`config.mk`:
```
export PLATFORM = sky130hd
export DESIGN_NAME = uart_tx_arbiter
export DESIGN_NICKNAME = d
export VERILOG_FILES = /design/src/rtl/uart_arb_pkg.sv /design/src/rtl/rr_pick.sv /design/src/rtl/uart_tx_arbiter.sv
export SDC_FILE = /design/constraint.sdc
export NUM_CORES = 1
export LEC_CHECK = 0
export BUFFER_PORTS_ARGS = -buffer_cell sky130_fd_sc_hd__buf_2
export CORE_AREA = 5 5 87 89
export DETAILED_ROUTE_END_ITERATION = 10
export DIE_AREA = 0 0 92 94
export GPL_ROUTABILITY_DRIVEN = 0
export SYNTH_ARGS = -nofsm -noshare
export SYNTH_HDL_FRONTEND = slang
export SYNTH_SLANG_ARGS = --single-unit
```
`constraint.sdc`:
```
create_clock -name i_clk -period 5.28 [get_ports i_clk]
set_clock_uncertainty 0.2 [all_clocks]
set_input_delay 0.528 -clock i_clk [delete_from_list [all_inputs] [get_ports i_clk]]
set_output_delay 0.528 -clock i_clk [all_outputs]
set_load 0.05 [all_outputs]
```
`src/rtl/uart_arb_pkg.sv`:
```
// Shared types and helpers for the UART transmitter arbiter and its round-robin picker.
package uart_arb_pkg;

  typedef enum logic {
    ST_IDLE = 1'b0,
    ST_OWN  = 1'b1
  } arb_state_t;

  localparam int CLK_HZ           = 24_000_000;
  localparam int DEF_MAX_PKT_LEN  = 16;
  localparam int DEF_IDLE_TIMEOUT = CLK_HZ / 100;  // 10 ms of silence mid-packet

  // Ceiling log2, never below 1 so it can size a counter or index directly.
  function automatic int clog2(input int value);
    int result = 1;
    for (int i = 1; i < 31; i++) begin
      if ((1 << i) < value) result = i + 1;
    end
    return result;
  endfunction

endpackage

```
`src/rtl/rr_pick.sv`:
```
// Combinational round-robin picker: first valid bit searching upward from i_last_owner+1, with wrap.
module rr_pick
  import uart_arb_pkg::*;
#(
  parameter int N     = 2,
  parameter int PTR_W = clog2(N)
) (
  input  logic [N-1:0]     i_valid,
  input  logic [PTR_W-1:0] i_last_owner,
  output logic [N-1:0]     o_choice,
  output logic             o_found
);

  int               w_pos;
  logic [PTR_W-1:0] w_idx;

  always_comb begin
    o_choice = '0;
    o_found  = 1'b0;
    w_pos    = 0;
    w_idx    = '0;
    for (int k = 1; k <= N; k++) begin
      w_pos = (int'(i_last_owner) + k) % N;
      w_idx = PTR_W'(w_pos);
      if (!o_found && i_valid[w_idx]) begin
        o_found         = 1'b1;
        o_choice[w_idx] = 1'b1;
      end
    end
  end

endmodule

```
`src/rtl/uart_tx_arbiter.sv`:
```
// Packet-atomic round-robin arbiter sharing one UART TX serializer between NUM_REQ byte streams.
//   state   | meaning
//   ST_IDLE | no owner; picks the next requester, grant appears next cycle
//   ST_OWN  | owner streams bytes until last, length limit or idle timeout
module uart_tx_arbiter
  import uart_arb_pkg::*;
#(
  parameter int NUM_REQ      = 2,
  parameter int DATA_W       = 8,
  parameter int MAX_PKT_LEN  = DEF_MAX_PKT_LEN,
  parameter int IDLE_TIMEOUT = DEF_IDLE_TIMEOUT
) (
  input  logic                      i_clk,
  input  logic                      i_reset_n,
  input  logic [NUM_REQ-1:0]        i_req_valid,
  input  logic [NUM_REQ*DATA_W-1:0] i_req_data,
  input  logic [NUM_REQ-1:0]        i_req_last,
  output logic [NUM_REQ-1:0]        o_req_ready,
  output logic                      o_tx_valid,
  output logic [DATA_W-1:0]         o_tx_data,
  input  logic                      i_tx_ready,
  output logic [NUM_REQ-1:0]        o_grant,
  output logic                      o_busy,
  output logic                      o_force_rel,
  output logic [7:0]                o_timeout_cnt
);

  localparam int PTR_W  = clog2(NUM_REQ);
  localparam int LEN_W  = clog2(MAX_PKT_LEN + 1);
  localparam int IDLE_W = clog2(IDLE_TIMEOUT);
  localparam logic [LEN_W-1:0]  LEN_LAST  = LEN_W'(MAX_PKT_LEN - 1);
  localparam logic [IDLE_W-1:0] IDLE_LAST = IDLE_W'(IDLE_TIMEOUT - 1);

  arb_state_t          r_state;
  arb_state_t          w_state_nxt;
  logic [NUM_REQ-1:0]  r_grant;
  logic [PTR_W-1:0]    r_owner;
  logic [PTR_W-1:0]    r_last_owner;
  logic [LEN_W-1:0]    r_len_cnt;
  logic [IDLE_W-1:0]   r_idle_cnt;
  logic                r_tx_valid;
  logic [DATA_W-1:0]   r_tx_data;
  logic                r_force_rel;
  logic [7:0]          r_timeout_cnt;

  logic [NUM_REQ-1:0]  w_choice;
  logic                w_found;
  logic [PTR_W-1:0]    w_pick_idx;
  logic                w_own_valid;
  logic                w_own_last;
  logic [DATA_W-1:0]   w_own_data;
  logic                w_slot_free;
  logic                w_accept;
  logic                w_rel_last;
  logic                w_rel_len;
  logic                w_rel_tmo;

  rr_pick #(
    .N     (NUM_REQ),
    .PTR_W (PTR_W)
  ) u_rr_pick (
    .i_valid      (i_req_valid),
    .i_last_owner (r_last_owner),
    .o_choice     (w_choice),
    .o_found      (w_found)
  );

  always_comb begin
    w_own_valid = 1'b0;
    w_own_last  = 1'b0;
    w_own_data  = '0;
    w_pick_idx  = '0;
    for (int i = 0; i < NUM_REQ; i++) begin
      if (r_owner == PTR_W'(i)) begin
        w_own_valid = i_req_valid[i];
        w_own_last  = i_req_last[i];
        w_own_data  = i_req_data[i*DATA_W +: DATA_W];
      end
      if (w_choice[i]) w_pick_idx = PTR_W'(i);
    end
  end

  always_ff @(posedge i_clk or negedge i_reset_n) begin
    if (!i_reset_n) r_state <= ST_IDLE;
    else            r_state <= w_state_nxt;
  end

  always_comb begin
    w_state_nxt = r_state;
    w_slot_free = !r_tx_valid || i_tx_ready;
    w_accept    = 1'b0;
    w_rel_last  = 1'b0;
    w_rel_len   = 1'b0;
    w_rel_tmo   = 1'b0;
    o_req_ready = '0;
    case (r_state)
      ST_IDLE: begin
        if (w_found) w_state_nxt = ST_OWN;
      end
      ST_OWN: begin
        if (w_slot_free) o_req_ready = r_grant;
        w_accept = w_slot_free && w_own_valid;
        // last wins over the length limit, so a full-length packet ending on time is a normal release
        if (w_accept) begin
          w_rel_last = w_own_last;
          w_rel_len  = !w_own_last && (r_len_cnt == LEN_LAST);
        end else begin
          w_rel_tmo  = (r_idle_cnt == IDLE_LAST);
        end
        if (w_rel_last || w_rel_len || w_rel_tmo) w_state_nxt = ST_IDLE;
      end
      default: w_state_nxt = ST_IDLE;
    endcase
  end

  always_ff @(posedge i_clk or negedge i_reset_n) begin
    if (!i_reset_n) begin
      r_grant       <= '0;
      r_owner       <= '0;
      r_last_owner  <= PTR_W'(NUM_REQ - 1);
      r_len_cnt     <= '0;
      r_idle_cnt    <= '0;
      r_tx_valid    <= 1'b0;
      r_tx_data     <= '0;
      r_force_rel   <= 1'b0;
      r_timeout_cnt <= '0;
    end else begin
      r_force_rel <= w_rel_len || w_rel_tmo;
      if (w_accept) begin
        r_tx_valid <= 1'b1;
        r_tx_data  <= w_own_data;
      end else if (i_tx_ready) begin
        r_tx_valid <= 1'b0;
      end
      if (r_state == ST_IDLE) begin
        r_len_cnt  <= '0;
        r_idle_cnt <= '0;
        if (w_found) begin
          r_grant <= w_choice;
          r_owner <= w_pick_idx;
        end
      end else begin
        if (w_accept) begin
          r_len_cnt  <= r_len_cnt + 1'b1;
          r_idle_cnt <= '0;
        end else if (r_idle_cnt != IDLE_LAST) begin
          r_idle_cnt <= r_idle_cnt + 1'b1;
        end
        if (w_state_nxt == ST_IDLE) begin
          r_grant      <= '0;
          r_last_owner <= r_owner;
        end
        if (w_rel_tmo && (r_timeout_cnt != 8'hFF)) r_timeout_cnt <= r_timeout_cnt + 8'd1;
      end
    end
  end

  assign o_tx_valid    = r_tx_valid;
  assign o_tx_data     = r_tx_data;
  assign o_grant       = r_grant;
  assign o_busy        = (r_state == ST_OWN);
  assign o_force_rel   = r_force_rel;
  assign o_timeout_cnt = r_timeout_cnt;

endmodule

```
# Yosys cells after proc, flatten, opt, wreduce, memory -nomap -nowiden
# Cells that the tools add are included.
[classes]
n_addsub = 5
n_div = 0
magnitude_cmp = 4
n_shift = 0
n_mul = 0
mux = 40
reduce_logical = 19
bitwise = 3
eq_ne = 7
[op_table]
columns = ["operator", "n"]
rows = [
  ["2-to-1 mux 18 bit", 3],
  ["2-to-1 mux 1 bit", 24],
  ["adder 18 x 1 -> 18 bit, second input constant", 1],
  ["== test 18 bit, second input constant", 1],
  ["inequality test 18 bit, second input constant", 1],
  ["2-to-1 mux 2 bit", 7],
  ["2-to-1 mux 5 bit", 2],
  ["adder 8 x 1 -> 8 bit, second input constant", 1],
  ["2-to-1 mux 8 bit", 1],
  ["inequality test 8 bit, second input constant", 1],
  ["AND reduction 2 bit", 4],
  ["logical AND 1 bit", 6],
  ["adder 5 x 1 -> 5 bit, second input constant", 1],
  ["== test 5 x 4 -> 1 bit, second input constant", 1],
  ["logical OR 1 bit", 4],
  ["less-than comparator 1 x 2 -> 1 bit, second input constant", 2],
  ["nonzero test 2 bit", 2],
  ["zero test 1 bit", 3],
  ["inequality test 3 x 1 -> 1 bit, second input constant", 1],
  ["adder 1 bit, second input constant", 2],
  ["demux 1 bit (select 1 bit)", 2],
  ["greater-or-equal comparator 1 bit, second input constant", 2],
  ["inequality test 2 x 1 -> 1 bit, second input constant", 1],
  ["inequality test 2 bit, second input constant", 1],
  ["other kinds (3)", 4],
]
[totals]
output_inout_bits = 23
in_bits = 23
latchBits = 0
mem_bits_ro = 0
mem_bits_rw = 0
register_bits = 46
elab_cells = 88
mem_count = 0

# Logic depth before layout (Yosys ltp)
[logic_depth]
depth_word = 11
depth_mapped = 7

# Cells and area by module
# A second synthesis with hierarchy kept.
[hier_totals]
cells_unflattened = 224
area_unflattened_um2 = 2293.4
[modules_own_cells]
columns = ["mod", "cells_per_inst", "area_each_um2", "seq_area_each_um2", "n_inst"]
rows = [
  ["uart_tx_arbiter", 220, 2268.4, 1152.4, 1],
  ["rr_pick", 4, 25.0, 0.0, 1],
]

# Worst setup path after synthesis
# No wires, ideal clock.
[synth_timing]
path_kind = "reg2reg"
from = "reg r_idle_cnt[14]"
to = "reg r_timeout_cnt[7], in the netlist o_timeout_cnt[7]"
required_ns = 4.952
t_arrival_ns = 1.947
synth_period_minus_slack_ns = 2.274
path_slack_ns = 3.006
setup_time_ns = 0.128
stages_incl_launch_ff = 6
cell_sequence = "dfrtp_1 -> or4b_4 -> nor4_4 -> nand4b_2 -> nor4_2 -> mux2_1"
[synth_via]
elab_chain_len = 6
[synth_rtl]
columns = ["item", "line", "text"]
rows = [
  ["from (decl)", "uart_tx_arbiter.sv:40", "logic [IDLE_W-1:0] r_idle_cnt;"],
  ["from (signal assigned)", "uart_tx_arbiter.sv:147", "r_idle_cnt <= r_idle_cnt + 1'b1;"],
  ["== test 18 bit", "uart_tx_arbiter.sv:108", "w_rel_tmo = (r_idle_cnt == IDLE_LAST);"],
  ["2-to-1 mux 1 bit", "uart_tx_arbiter.sv:104", "if (w_accept) begin"],
  ["2-to-1 mux 1 bit (2 in series)", "uart_tx_arbiter.sv:96", "case (r_state)"],
  ["logical AND 1 bit", "uart_tx_arbiter.sv:153", "if (w_rel_tmo && (r_timeout_cnt != 8'hFF)) r_timeout_cnt <= r_timeout_cnt + 8'd1;"],
  ["AND reduction 2 bit (no source line)", "--", ""],
  ["to (signal assigned)", "uart_tx_arbiter.sv:153", ""],
  ["to (decl)", "uart_tx_arbiter.sv:44", "logic [7:0] r_timeout_cnt;"],
]
# No other way between the ends. The select of a mux whose other input is x is not followed.
# A chain may end at the register's enable or synchronous reset.

# Worst setup path after layout
[layout_timing]
from = "reg r_owner"
to = "reg r_last_owner"
[layout_via]
elab_chain_len = 11
elab_cells_between_ends = 17
cone_classes = "mux: 10; bitwise: 1; reduce/logical: 6"
[layout_rtl]
columns = ["item", "line", "text"]
rows = [
  ["from (decl)", "uart_tx_arbiter.sv:37", "logic [PTR_W-1:0] r_owner;"],
  ["from (signal assigned)", "uart_tx_arbiter.sv:140", "r_owner <= w_pick_idx;"],
  ["2-to-1 mux 1 bit", "uart_tx_arbiter.sv:74", "if (r_owner == PTR_W'(i)) begin"],
  ["zero test 1 bit", "uart_tx_arbiter.sv:106", "w_rel_len = !w_own_last && (r_len_cnt == LEN_LAST);"],
  ["logical AND 1 bit", "uart_tx_arbiter.sv:106", ""],
  ["2-to-1 mux 1 bit", "uart_tx_arbiter.sv:104", ""],
  ["2-to-1 mux 1 bit", "uart_tx_arbiter.sv:96", ""],
  ["logical OR 1 bit (2 in series)", "uart_tx_arbiter.sv:110", "if (w_rel_last || w_rel_len || w_rel_tmo) w_state_nxt = ST_IDLE;"],
  ["2-to-1 mux 1 bit", "uart_tx_arbiter.sv:110", ""],
  ["case mux 1 bit (2 select lines)", "uart_tx_arbiter.sv:96", ""],
  ["inverter 1 bit (no source line)", "--", ""],
  ["AND reduction 2 bit (no source line)", "--", ""],
  ["to (signal assigned)", "uart_tx_arbiter.sv:120", "r_last_owner <= PTR_W'(NUM_REQ - 1);"],
  ["to (signal assigned)", "uart_tx_arbiter.sv:151", "r_last_owner <= r_owner;"],
  ["to (decl)", "uart_tx_arbiter.sv:38", "logic [PTR_W-1:0] r_last_owner;"],
]
# Several ways; a longest one is shown, not always the timed one. The select of a mux whose other input is x is not followed.

==> flow_metrics.py <==
metrics = {
    "synthesis": {
        "syn_area_mm2": 0.00225,
        "synth_nets": 252,
        "synthCells": 225,
        "async_reset_ff_frac": 1.00,
        "synthSimpleGateAreaFrac": 0.226,
        "synthXorXnorAreaFrac": 0.0741,
        "synth-edff-count": 0,
        "yosys.area.top_type": "dfrtp_1",
        "ys_warn_count": 0,
        "yosys.area_share.adder": 0.0223,
        "synth_ff_type": "dfrtp_1",
        "synth.area.top_cells": "dfrtp_1, nand2_1, xor2_1",
        "synth_mux_area_frac": 0.0652,
        "synth_compound_area_frac": 0.0763,
        "synth-seq-cells": 46,
        "synth_top_family_by_area": "simple AND/OR/NAND/NOR gates",
        "yosysSeqAreaShare": 0.513,
        "synth_top_area_share": 0.501,
        "yosysUniqueCellTypes": 36,
        "avgSynthCellArea_um2": 9.98,
    },
    "cells_and_area": {
        "antenna_cells": 0,
        "layout_common_cells": "buf_2, dfrtp_1, nand2_1",
        "n_fill_cell": 690,
        "layout-drive-gt1-share": 0.228,
        "nets": 298,
        "area_growth_pct": 17.4,
        "fin_area_mm2": 0.00264,
        "fin_cells": 352,
    },
    "critical_path": {
        "cp_max_fo": 22,
        "end_kind": "flip-flop",
        "ff2ff_path_depth": 4,
        "arrival_ns": 2.66,
        "reg2reg_from": "r_owner",
        "critPathRequiredTime_ns": 5.31,
        "startpoint_type": "flip-flop",
        "startpoint": "r_owner",
        "path_class": "reg2reg",
        "rrSetupSlack_ns": 2.65,
    },
    "sta": {
        "fin_crit_ns": 2.63,
        "slew_viol_final": 0,
        "tns_ns": 0,
        "timing.final.crit_share": 0.498,
        "fmax_mhz": 380,
        "slew_headroom": 0.328,
        "hold_viol": 0,
        "rsz0062_at_grt": "false",
        "setup_viol": 0,
        "whs_ns": 0.196,
        "worstMarginPinSlew_ns": 1.01,
    },
    "placed_design": {
        "hpwl_um": 3200,
        "placed_area_mm2": 0.00255,
        "portBuffers": 45,
        "dp_cells": 344,
    },
    "route": {
        "wl_met2_um": 2020,
        "wl_um": 4470,
        "drt_iter0_drc": 80,
        "dr_wl_met3_um": 215,
        "ant_nets": 0,
        "vias": 1703,
        "viasPerCell": 4.84,
        "m1WireLength_um": 2170,
        "highest_layer": "met4",
        "dr.pass1.iters": 4,
        "wl_per_cell_um": 12.7,
        "route.detailed.drc": 0,
    },
    "pwr": {
        "power.total_mw": 1.16,
        "ir_drop_mv": 0.313,
        "p_leak_nw": 1.28,
        "cellPowerDensity_mw_per_mm2": 442,
    },
    "grt": {
        "grt_antenna_before_repair": 0,
        "grt_pass1_vias": 1683,
        "grt_max_degree": 47,
        "grt_pass1_wl_um": 7800,
        "grt_overflow_total": 0,
        "track_usage": 0.112,
    },
    "clock_network": {
        "cts-hold-fix-buffers": 0,
        "cts_setup_buffers": 0,
        "cts_resized": 0,
        "cts_tree": "yes",
        "cts_sinks": 46,
        "cts_max_level": 2,
        "root_buffer": "clkbuf_8",
        "cts_max_path_buffers": 2,
        "clk_latency_ns": 0.30,
        "cts_buffers": 5,
        "path_clk_slew_ns": 0.09,
    },
    "flow_run": {
        "cap_violations": 0,
    },
    "floorplanning": {
        "rows": 30,
        "ios": 46,
        "die_h_um": 94,
        "initial_core_util": 0.336,
        "dieArea_mm2": 0.00865,
        "design.core.area_mm2": 0.00668,
        "die_w_um": 92,
    },
    "run_status": {
        "status": "completed",
    },
    "hold_path": {
        "hp-class": "in2async",
    },
}
per-stage QoR:
step / utilization / setup WS [ns]
finish: 0.395 / 2.65
global placement: 0.382 / 2.70
detailed placement: 0.382 / 2.66
CTS: 0.395 / 2.64
global route: 0.395 / 2.40
floorplan: - / 3.01
power by group:
group | internal (mW) | switching [mW] | leakage [nW]
sequential | 0.427 | 0.0726 | 0.610
combinational | 0.129 | 0.326 | 0.627
clock | 0.0938 | 0.116 | 0.0385
sequential cells by signal (all words and copies together), names as in the netlist, 2 cells and up:
signal         flops
r_len_cnt          5
r_idle_cnt        18
o_grant            2
o_tx_data          8
o_timeout_cnt      8
final timing paths:
path,end
setup / recovery,r_last_owner
hold / removal,r_idle_cnt[5]
setup reg to reg,r_last_owner
hold reg to reg,o_tx_data[5]
max in group asynchronous,r_len_cnt[3]
min in group i_clk,o_tx_data[5]
cells in the mapped netlist (4+ instances only):
cell / number
a21oi_1: 7
and3_1: 5
clkbuf_1: 7
dfrtp_1: 45
ha_1: 4
inv_1: 7
mux2_2: 4
mux2i_1: 9
nand2_1: 30
nand3_1: 7
nand4_1: 8
nor2_1: 21
nor3_1: 7
o21ai_0: 17
xnor2_1: 7
xor2_1: 12
final cells by class:
cell class | count | area [µm²] | area share
sequential | 46 | 1150 | 0.437
multi-input combinational | 165 | 1040 | 0.395
timing repair buffer | 46 | 233 | 0.0883
tap | 80 | 100 | 0.0380
clock buffer | 7 | 76.3 | 0.0290
inverter | 7 | 26.3 | 0.00997
clock inverter | 1 | 7.51 | 0.00285
kinds of logic after synthesis:
group           Yosys count
simple gates             96
mux                      14
buf+inv                  14
xor+xnor                 19
flops                    46
compound gates           32
fa+ha+maj                 4
critical path, cell delays in order (launching register included):
cell and delay (ns):
dfrtp_1 0.76, mux2_2 0.28, nand3_1 0.49, o21ai_1 0.47, mux2_2 0.37
metal layers:
| layer | vias to the layer above | track usage |
|---|---|---|
| li1 | 877 | - |
| met1 | 782 | 0.144 |
| met2 | 38 | 0.181 |
| met3 | 6 | 0.0321 |
| met4 | 0 | 0.0408 |
| met5 | - | 0 |
No activity file was read; power rests on OpenSTA's default activity.
